<file path="config.mk">
export PLATFORM = sky130hd
export DESIGN_NAME = bin2bcd_pipe_flat
export DESIGN_NICKNAME = d
export VERILOG_FILES = /design/src/rtl/bin2bcd_pkg.sv /design/src/rtl/bin2bcd_if.sv /design/src/rtl/bin2bcd_pipe_stage.sv /design/src/rtl/bin2bcd_pipe.sv /design/src/flat_wrapper.sv
export SDC_FILE = /design/constraint.sdc
export NUM_CORES = 1
export LEC_CHECK = 0
export ABC_AREA = 1
export CAP_MARGIN = 10
export CORE_ASPECT_RATIO = 1.1
export CORE_MARGIN = 10
export CORE_UTILIZATION = 58
export CTS_CLUSTER_SIZE = 8
export DETAILED_ROUTE_END_ITERATION = 10
export GPL_ROUTABILITY_DRIVEN = 0
export GPL_TIMING_DRIVEN = 0
export PLACE_DENSITY_LB_ADDON = 0.05
export REMOVE_ABC_BUFFERS = 1
export SYNTH_ARGS = -nofsm -noshare
export SYNTH_HDL_FRONTEND = slang
export SYNTH_SLANG_ARGS = --single-unit
</file>
<file path="constraint.sdc">
create_clock -name clk -period 2.4 [get_ports clk]
set_input_delay 0.48 -clock clk [delete_from_list [all_inputs] [get_ports clk]]
set_output_delay 0.48 -clock clk [all_outputs]
set_load 0.005 [all_outputs]
</file>
<file path="src/rtl/bin2bcd_pkg.sv">
// Shared double-dabble helpers and elaboration-time sizing functions for bin2bcd_pipe.
package bin2bcd_pkg;

  localparam int MAX_DIG  = 10;   // a 32-bit magnitude never needs more than ten digits
  localparam int BCD_MAXW = 4 * MAX_DIG;

  typedef logic [BCD_MAXW-1:0] bcd_vec_t;

  function automatic logic [3:0] add3_digit(input logic [3:0] d);
    return (d >= 4'd5) ? d + 4'd3 : d;
  endfunction

  function automatic bcd_vec_t dd_step(input bcd_vec_t bcd, input logic bit_in);
    bcd_vec_t adj;
    for (int i = 0; i < MAX_DIG; i++) begin
      adj[4*i +: 4] = add3_digit(bcd[4*i +: 4]);
    end
    return (adj << 1) | bcd_vec_t'(bit_in);
  endfunction

  function automatic int nstg(input int dw, input int bps);
    return (dw + bps - 1) / bps;
  endfunction

  function automatic int min_ndig(input int dw, input int signed_en);
    longint unsigned mag;
    longint unsigned p;
    int              n;
    mag = (signed_en != 0) ? (64'd1 << (dw - 1)) : ((64'd1 << dw) - 64'd1);
    n   = 1;
    p   = 64'd10;
    for (int i = 0; i < 20; i++) begin
      if (p <= mag) begin
        n = n + 1;
        p = p * 64'd10;
      end
    end
    return n;
  endfunction

endpackage

</file>
<file path="src/rtl/bin2bcd_if.sv">
// Handshake bundle between a binary producer and the bin2bcd_pipe converter.
// out_ndig exists only when BIN2BCD_LZ_EN is defined.
interface bin2bcd_if #(
  parameter int DW   = 11,
  parameter int NDIG = 4
);
  logic [DW-1:0]     in_data;
  logic              in_vld;
  logic              in_rdy;
  logic [4*NDIG-1:0] out_bcd;
  logic              out_sign;
  logic              out_vld;
  logic              out_rdy;
`ifdef BIN2BCD_LZ_EN
  logic [$clog2(NDIG+1)-1:0] out_ndig;

  modport master (output in_data, in_vld, out_rdy,
                  input  in_rdy, out_bcd, out_sign, out_vld, out_ndig);
  modport slave  (input  in_data, in_vld, out_rdy,
                  output in_rdy, out_bcd, out_sign, out_vld, out_ndig);
`else
  modport master (output in_data, in_vld, out_rdy,
                  input  in_rdy, out_bcd, out_sign, out_vld);
  modport slave  (input  in_data, in_vld, out_rdy,
                  output in_rdy, out_bcd, out_sign, out_vld);
`endif
endinterface

</file>
<file path="src/rtl/bin2bcd_pipe_stage.sv">
// One double-dabble pipeline slot: ITERS add-3/shift iterations feeding a register set.
module bin2bcd_stage
  import bin2bcd_pkg::*;
#(
  parameter int DW    = 11,
  parameter int NDIG  = 4,
  parameter int ITERS = 2
) (
  input  logic              clk,
  input  logic              rstn,
  input  logic              en,
  input  logic              src_vld,
  input  logic              src_sign,
  input  logic [DW-1:0]     src_mag,
  input  logic [4*NDIG-1:0] src_bcd,
  output logic              vld_reg,
  output logic              sign_reg,
  output logic [DW-1:0]     mag_reg,
  output logic [4*NDIG-1:0] bcd_reg
);

  bcd_vec_t      bcd_work;
  logic [DW-1:0] mag_work;
  logic          unused_bcd_hi;

  always_comb begin
    bcd_work = bcd_vec_t'(src_bcd);
    mag_work = src_mag;
    for (int i = 0; i < ITERS; i++) begin
      bcd_work = dd_step(bcd_work, mag_work[DW-1]);
      mag_work = mag_work << 1;
    end
  end

  // Digits above NDIG stay zero: the top refuses an NDIG too small for the worst magnitude.
  assign unused_bcd_hi = |(bcd_work >> (4*NDIG));

  always_ff @(posedge clk or negedge rstn) begin
    if (!rstn) begin
      vld_reg  <= 1'b0;
      sign_reg <= 1'b0;
      mag_reg  <= '0;
      bcd_reg  <= '0;
    end else if (en) begin
      vld_reg  <= src_vld;
      sign_reg <= src_sign;
      mag_reg  <= mag_work;
      bcd_reg  <= bcd_work[4*NDIG-1:0];
    end
  end

endmodule

</file>
<file path="src/rtl/bin2bcd_pipe.sv">
// Fully pipelined signed/unsigned binary to BCD converter with valid/ready on both sides.
// Optional BIN2BCD_LZ_EN adds out_ndig (significant digit count) on the interface.
module bin2bcd_pipe
  import bin2bcd_pkg::*;
#(
  parameter int DW     = 11,
  parameter int SIGNED = 1,
  parameter int NDIG   = 4,
  parameter int BPS    = 2
) (
  input logic      clk,
  input logic      rstn,
  bin2bcd_if.slave bus
);

  localparam int NSTG = nstg(DW, BPS);

  if (DW < 2 || DW > 32) begin : g_bad_dw
    $error("bin2bcd_pipe: DW must be within 2..32");
  end
  if (BPS < 1 || BPS > DW) begin : g_bad_bps
    $error("bin2bcd_pipe: BPS must be within 1..DW");
  end
  if (NDIG < min_ndig(DW, SIGNED) || NDIG > MAX_DIG) begin : g_bad_ndig
    $error("bin2bcd_pipe: NDIG cannot hold the largest magnitude");
  end

  logic              stall;
  logic              sign_next;
  logic [DW-1:0]     mag_next;
  logic              vld0_reg;
  logic              sign0_reg;
  logic [DW-1:0]     mag0_reg;
  logic              out_vld_reg;
  logic              out_sign_reg;
  logic [4*NDIG-1:0] out_bcd_reg;
  logic              unused_mag_tail;

  logic              vld_pipe  [NSTG+1];
  logic              sign_pipe [NSTG+1];
  logic [DW-1:0]     mag_pipe  [NSTG+1];
  logic [4*NDIG-1:0] bcd_pipe  [NSTG+1];

  // Whole-pipe stall: no bubble collapsing, every slot holds together.
  assign stall      = out_vld_reg & ~bus.out_rdy;
  assign bus.in_rdy = ~stall;

  // Negating at DW bits maps the most negative input to 2^(DW-1) without wrapping.
  always_comb begin
    sign_next = (SIGNED != 0) && bus.in_data[DW-1];
    mag_next  = sign_next ? ~bus.in_data + DW'(1) : bus.in_data;
  end

  always_ff @(posedge clk or negedge rstn) begin
    if (!rstn) begin
      vld0_reg  <= 1'b0;
      sign0_reg <= 1'b0;
      mag0_reg  <= '0;
    end else if (!stall) begin
      vld0_reg <= bus.in_vld;
      if (bus.in_vld) begin
        sign0_reg <= sign_next;
        mag0_reg  <= mag_next;
      end
    end
  end

  assign vld_pipe[0]  = vld0_reg;
  assign sign_pipe[0] = sign0_reg;
  assign mag_pipe[0]  = mag0_reg;
  assign bcd_pipe[0]  = '0;

  for (genvar gi = 1; gi <= NSTG; gi++) begin : g_stage
    localparam int ITERS = (gi == NSTG) ? DW - (NSTG - 1) * BPS : BPS;
    bin2bcd_stage #(
      .DW    (DW),
      .NDIG  (NDIG),
      .ITERS (ITERS)
    ) u_stage (
      .clk      (clk),
      .rstn     (rstn),
      .en       (~stall),
      .src_vld  (vld_pipe[gi-1]),
      .src_sign (sign_pipe[gi-1]),
      .src_mag  (mag_pipe[gi-1]),
      .src_bcd  (bcd_pipe[gi-1]),
      .vld_reg  (vld_pipe[gi]),
      .sign_reg (sign_pipe[gi]),
      .mag_reg  (mag_pipe[gi]),
      .bcd_reg  (bcd_pipe[gi])
    );
  end

  // Every magnitude bit has been shifted out by the last stage.
  assign unused_mag_tail = |mag_pipe[NSTG];

  always_ff @(posedge clk or negedge rstn) begin
    if (!rstn) begin
      out_vld_reg  <= 1'b0;
      out_sign_reg <= 1'b0;
      out_bcd_reg  <= '0;
    end else if (!stall) begin
      out_vld_reg  <= vld_pipe[NSTG];
      out_sign_reg <= sign_pipe[NSTG];
      out_bcd_reg  <= bcd_pipe[NSTG];
    end
  end

  assign bus.out_vld  = out_vld_reg;
  assign bus.out_sign = out_vld_reg & out_sign_reg;
  assign bus.out_bcd  = out_vld_reg ? out_bcd_reg : '0;

`ifdef BIN2BCD_LZ_EN
  localparam int NW = $clog2(NDIG + 1);
  logic [NW-1:0] ndig_cnt;

  always_comb begin
    ndig_cnt = NW'(1);
    for (int i = 1; i < NDIG; i++) begin
      if (out_bcd_reg[4*i +: 4] != 4'd0) ndig_cnt = NW'(i + 1);
    end
  end

  assign bus.out_ndig = out_vld_reg ? ndig_cnt : '0;
`endif

endmodule

</file>
<file path="src/flat_wrapper.sv">
// flat-port wrapper written by rule: the top's interface ports become plain ports
module bin2bcd_pipe_flat import bin2bcd_pkg::*;
#(
  parameter int DW     = 11,
  parameter int SIGNED = 1,
  parameter int NDIG   = 4,
  parameter int BPS    = 2
)
  (clk, rstn, bus_in_data, bus_in_vld, bus_out_rdy, bus_in_rdy, bus_out_bcd, bus_out_sign, bus_out_vld);
  bin2bcd_if #(.DW(DW), .NDIG(NDIG)) bus_i ();
  input logic clk;
  input logic rstn;
  input wire logic [$bits(bus_i.in_data)-1:0] bus_in_data;
  input wire logic [$bits(bus_i.in_vld)-1:0] bus_in_vld;
  input wire logic [$bits(bus_i.out_rdy)-1:0] bus_out_rdy;
  output wire logic [$bits(bus_i.in_rdy)-1:0] bus_in_rdy;
  output wire logic [$bits(bus_i.out_bcd)-1:0] bus_out_bcd;
  output wire logic [$bits(bus_i.out_sign)-1:0] bus_out_sign;
  output wire logic [$bits(bus_i.out_vld)-1:0] bus_out_vld;
  assign bus_i.in_data = bus_in_data;
  assign bus_i.in_vld = bus_in_vld;
  assign bus_i.out_rdy = bus_out_rdy;
  assign bus_in_rdy = bus_i.in_rdy;
  assign bus_out_bcd = bus_i.out_bcd;
  assign bus_out_sign = bus_i.out_sign;
  assign bus_out_vld = bus_i.out_vld;
  bin2bcd_pipe #(.DW(DW), .SIGNED(SIGNED), .NDIG(NDIG), .BPS(BPS)) u_core (.clk(clk), .rstn(rstn), .bus(bus_i));
endmodule
</file>
After elaboration in Yosys (flattened, before gate mapping). Index checks and enable logic that the tools add are counted.

$add $sub $neg: 38. $lt $le $gt $ge: 37. Mux-type cells: 39. Bitwise operators: 15. Reduce and logical (&&, ||, !) cells: 1.

Operators by type and width (count): greater-or-equal comparator 4 x 3 -> 1 bit (second input constant) (36); adder 4 x 2 -> 4 bit (second input constant) (31); 2-to-1 mux 4 bit (31); bitwise OR 16 x 1 -> 16 bit (5); bitwise OR 17 x 1 -> 17 bit (4); 2-to-1 mux 3 bit (6); 2-to-1 mux 16 bit (1); adder 3 x 2 -> 3 bit (second input constant) (5); adder 11 x 1 -> 11 bit (second input constant) (1); 2-to-1 mux 11 bit (1); NOT 11 bit (1); bitwise OR 4 x 1 -> 4 bit (1); adder 1 x 2 -> 3 bit (second input constant) (1); greater-or-equal comparator 1 x 3 -> 1 bit (second input constant) (1); AND 1 bit (2); NOT 1 bit (2); AND reduction 2 bit (1).

Register bits: 164. Bits of input ports: 15. Output and inout port bits: 19. Logic and storage cells: 159.

Longest topological paths before layout.
Depth in word-level cells: 6. Mapped depth: 15. Depth with buffers taken out: 15.

By module. A second synthesis with hierarchy kept.

Cell total of the unflattened synthesis: 1696. Area, all modules: 12156.7 sq um.

Modules (own cells, without submodules): bin2bcd_stage (u_core.g_stage[1].u_stage ...) (instances 5, cells each 258, area an instance 1818.0 sq um, sequential area each 675.6 sq um); bin2bcd_pipe (instances 1, cells each 211, area an instance 1580.3 sq um, sequential area each 775.7 sq um); bin2bcd_stage (u_core.g_stage[6].u_stage) (instances 1, cells each 195, area an instance 1486.4 sq um, sequential area each 700.7 sq um).

Worst setup path before layout. OpenSTA, ideal clock, no wires.

Path kind: reg2reg. Start: register u_core.g_stage[4].u_stage.bcd_reg[4]. End: register u_core.g_stage[5].u_stage.bcd_reg[11]. Library setup time: 0.121 ns. Data arrival time: 1.839 ns. Data required time: 2.279 ns. Path slack: 0.440 ns. Cell stages (with the launch flop): 16. Path buffers: 0. Clock period less this slack: 1.960 ns. Path through: dfrtp_1 > inv_1 > ha_1 > inv_1 > nand2_1 > nand3_1 > nand2_1 > ha_1 > inv_1 > ha_1 > a21oi_1 > inv_1 > nand2_1 > o21ai_0 > nand2_1 > o21ai_1.

Longest elaborated chain between the ends: 6. Elaborated cells on any way between the ends: 8. Classes of those cells: 2 x add/sub; 2 x order compare; 2 x mux; 2 x bitwise.

RTL lines: start, declared (RTL line bin2bcd_pipe_stage.sv:19) `output logic [4*NDIG-1:0] bcd_reg`; start signal, assigned (RTL line bin2bcd_pipe_stage.sv:48) `bcd_reg <= bcd_work[4*NDIG-1:0];`; adder 4 x 2 -> 4 bit / greater-or-equal comparator 4 x 3 -> 1 bit (equally long branches) (RTL line bin2bcd_pkg.sv:10) `return (d >= 4'd5) ? d + 4'd3 : d;`; 2-to-1 mux 4 bit (*) (RTL line bin2bcd_pkg.sv:10); bitwise OR 17 x 1 -> 17 bit (*) (RTL line bin2bcd_pkg.sv:18) `return (adj << 1) | bcd_vec_t'(bit_in);`; adder 4 x 2 -> 4 bit / greater-or-equal comparator 4 x 3 -> 1 bit (equally long branches) (RTL line bin2bcd_pkg.sv:10); 2-to-1 mux 4 bit (*) (RTL line bin2bcd_pkg.sv:10); bitwise OR 16 x 1 -> 16 bit (*) (RTL line bin2bcd_pkg.sv:18); end signal, assigned (RTL line bin2bcd_pipe_stage.sv:48); end, declared (RTL line bin2bcd_pipe_stage.sv:19).

Mark *: on every way between the ends. The rest lies on a longest branch, timed or not. A chain may end at the register's enable or synchronous reset.

Final worst setup path.
Start: register u_core.out_vld_reg, in the netlist u_core.bus.out_vld. End: output port bus_in_rdy.

Longest elaborated chain between the ends: 2.

RTL lines: start, declared (RTL line bin2bcd_pipe.sv:34) `logic out_vld_reg;`; start signal, assigned (RTL line bin2bcd_pipe.sv:103) `out_vld_reg <= vld_pipe[NSTG];`; AND 1 bit (RTL line bin2bcd_pipe.sv:45) `assign stall = out_vld_reg & ~bus.out_rdy;`; NOT 1 bit; end, declared (RTL line flat_wrapper.sv:16) `output wire logic [$bits(bus_i.in_rdy)-1:0] bus_in_rdy;`.

No other way between the ends.

==> results.md <==
- # DRC: 0
- Final WS setup: 0.08205 ns
- Critical Path End Type: primary output
- I/O Buffers: 31
- Startpoint Class: flop
- Total vias in the final route: 4874
- Slew @ Worst Pin: 1.132 ns
- Detail Route Antenna Nets: 0
- Diodes inserted: 0
- Largest net degree at the start of global routing: 105
- Total gr overflow: 0
- Dpl hpwl: 7022 um
- Final Skew: 0.006223 ns
- Outcome: complete, no violations
- Routed wire length: 12080 um
- Post-route design area: 0.007067 mm^2
- CP arrival: 1.84 ns
- Core Box Area: 0.009985 mm^2
- RSZ-0062 raised after global routing: false
- Post-synth top area share: 48.85%
- Critical setup path kind: reg2out
- M1 WL: 5066 um
- Multi-input logic area: 0.002559 mm^2
- Core Rows: 38
- Overall Global Routing Usage: 17.12%
- WL/cell: 13.02 um
- First-pass GRT wire length: 20730 um
- Chip height: 126.6 um
- Max reg flops: 51
- TritonCTS clock tree: built
- Syn avg cell area: 7.834 um^2
- Clock Tree Root: clkbuf_8
- Hold Path Class: in2async
- Crit-path max FO: 17
- CTS Sinks: 117
- Final setup fails: 0
- Slew Limit Fails: 0
- Final period utilization: 96.58%
- Yosys cell types: 32
- H-Tree Depth: 4
- Ranking of synthesized cells by area: dfrtp_1 49%, nand2_1 17%, inv_1 6.6%
- Synth-to-Final Area Change: 17.91%
- Share of cells above drive strength 1: 6.931%
- Initial DRC count: 262
- Leak pwr: 3.732 nW
- Sequential-to-total area share from yosys stat: 48.85%
- Worst-path clk slew: 0.05 ns
- IO Pins: 34
- Met2 wire length: 6165 um
- Crit Reg-Reg Startpoint: u_core.g_stage[4].u_stage.bcd_reg[4]
- Initial antenna violation count: 0
- Max-slew headroom: 24.36%
- Num CTS Buffers: 17
- DP Area: 0.006374 mm^2
- Max Cap Viol: 0
- Crit path cell chain: inv_4, nor2_8, inv_8, clkdlybuf4s50_1
- Post-synth EDFFs: 0
- Setup slack, reg-to-reg: 0.29 ns
- VDD IR max: 0.7590 mV
- Fmax: 431.4 MHz
- First-pass DRT Iterations: 4
- Number of global-route vias before repair: 4836
- Post-Syn Instances: 765
- Clock Latency Late Sink: 0.52 ns
- Fin crit period: 2.318 ns
- Synth Warn #: 0
- Worst path slowest cell: clkdlybuf4s50_1
- Reg-to-reg endpoint: u_core.g_stage[5].u_stage.bcd_reg[11]
- Dominant cell type by area after synthesis: dfrtp_1
- Pre-CTS setup slack: -0.7629 ns
- Clock Path Buffers: 2
- Die area: 0.01480 mm^2
- Worst path max stage delay: 0.52 ns
- Synth Cell Area: 0.005993 mm^2
- FILL cells: 800
- Top Layer Used: met4
- Vias per cell: 5.252
- Ys flop type: dfrtp_1
- Met3 WL post-DR: 634 um
- Die span in x: 116.9 um
- Worst R2R Path Depth: 15
- PwrDens: 1366 mW/mm^2
- Fin. Hold Viols: 0
- Most frequent cells after synthesis: 269 x nand2_1, 117 x dfrtp_1, 106 x inv_1
- Number of nets in the final layout: 835
- Initial Util: 60.03%
- Flops & latches, synth: 117
- Count leader, synth: nand2_1
- Worst path required time: 1.92 ns
- Asr flop ratio synth: 100.0%
- Sequential Area: 0.002929 mm^2
## routing by layer
layer,vias up,GRT usage (%)
met1,2281,18.59
li1,2471,-
met4,0,6.550
met2,97,30.24
met5,-,0
met3,25,5.233
## report_power, final
group / internal [mW] / switching [mW] / total [mW]
combinational: 1.42 / 2.39 / 3.81
sequential: 2.78 / 0.470 / 3.25
clock: 1.76 / 0.832 / 2.59
total: 5.96 / 3.69 / 9.65
## layout make-up
type                    count  area share [%]
multi-input cells         513           36.21
flip-flops and latches    117           41.45
inverters                 110           5.984
clock buffers              23           6.604
well taps                 120           2.125
repair buffers             36           5.524
clock inverters             9           2.107
## repair_timing
| action | 4_1_cts | 5_1_grt |
|---|---|---|
| endpoints found under the setup margin | 87 | 4 |
| pin swaps | 1 | 0 |
| buffers inserted | 2 | 0 |
| hold endpoints to repair | 42 | 0 |
| gates resized for setup | 4 | 6 |
| hold buffers | 1 | 0 |
| gates cloned | 3 | 0 |
## how the worst max path moves through the flow
stage,endpoint,startpoint,cells after the start,slack (ns)
3_3_place_gp,u_core.g_stage[2].u_stage.sign_reg,rstn,1,-3.63
2_1_floorplan,u_core.g_stage[2].u_stage.bcd_reg[2],u_core.bus.out_vld,5,-0.13
4_1_cts,bus_in_rdy,u_core.bus.out_vld,4,0.02
5_1_grt,bus_in_rdy,u_core.bus.out_vld,4,0.009
3_5_place_dp,bus_in_rdy,bus_out_rdy,4,-0.76
6_report,bus_in_rdy,u_core.bus.out_vld,4,0.08
## cells in the final DEF (no fill, tap or decap), types with 2 or more instances in the layout
cell | synthesis | final
o21ai_0 | 63 | 62
dfrtp_1 | 117 | 116
clkinv_2 | 0 | 4
clkbuf_1 | 5 | 3
or2_2 | 2 | 2
clkdlybuf4s50_1 | 0 | 29
o31ai_1 | 2 | 2
nand3_1 | 35 | 34
a21oi_1 | 8 | 7
nor2_1 | 23 | 23
o211ai_1 | 7 | 7
nand3_2 | 2 | 3
nor2_4 | 0 | 3
clkbuf_8 | 0 | 4
conb_1 | 1 | 2
a31oi_1 | 2 | 2
bufinv_16 | 0 | 4
ha_1 | 25 | 25
nand2_1 | 269 | 268
nor3_1 | 2 | 2
and2_1 | 2 | 2
inv_1 | 106 | 105
buf_4 | 4 | 2
nand2_2 | 4 | 5
o2111ai_1 | 2 | 2
nand4_1 | 7 | 7
o22ai_1 | 4 | 4
clkbuf_16 | 0 | 16
inv_2 | 4 | 3
buf_16 | 0 | 2
xor2_1 | 13 | 13
o21ai_1 | 31 | 32
## critical path, delay by kind of cell (launching register included)
family                 cells  cell delay [ns]
buffers and inverters      3             0.81
flip-flops                 1             0.44
AND/OR/NAND/NOR            1             0.08
## through the flow
stage	instances	utilization, %	power (mW)	setup TNS, ns	hold slack (ns)
final	928	70.78	9.652	0	0.4445
after global routing	928	70.78	10.51	0	0.4762
after CTS	928	70.64	9.675	0	0.4441
after detailed placement	890	63.83	6.865	-34.28	0.4248
after global placement	888	63.25	6.608	-519.70	0.4475
after floorplan	737	-	5.868	-1.857	0.1844
## cells by family (layout without fill, tap and decap cells)
group | after synthesis | in the layout | synth area share [%]
XOR/XNOR | 13 | 13 | 1.900
buffers and inverters | 139 | 178 | 9.269
other | 1 | 2 | 0.06257
AND/OR/NAND/NOR | 348 | 351 | 23.72
adder cells (fa/ha/maj) | 25 | 25 | 5.219
flip-flops | 117 | 117 | 48.85
AO/OA/AOI/OAI | 122 | 122 | 10.98
No activity file was read; power rests on OpenSTA's default activity.
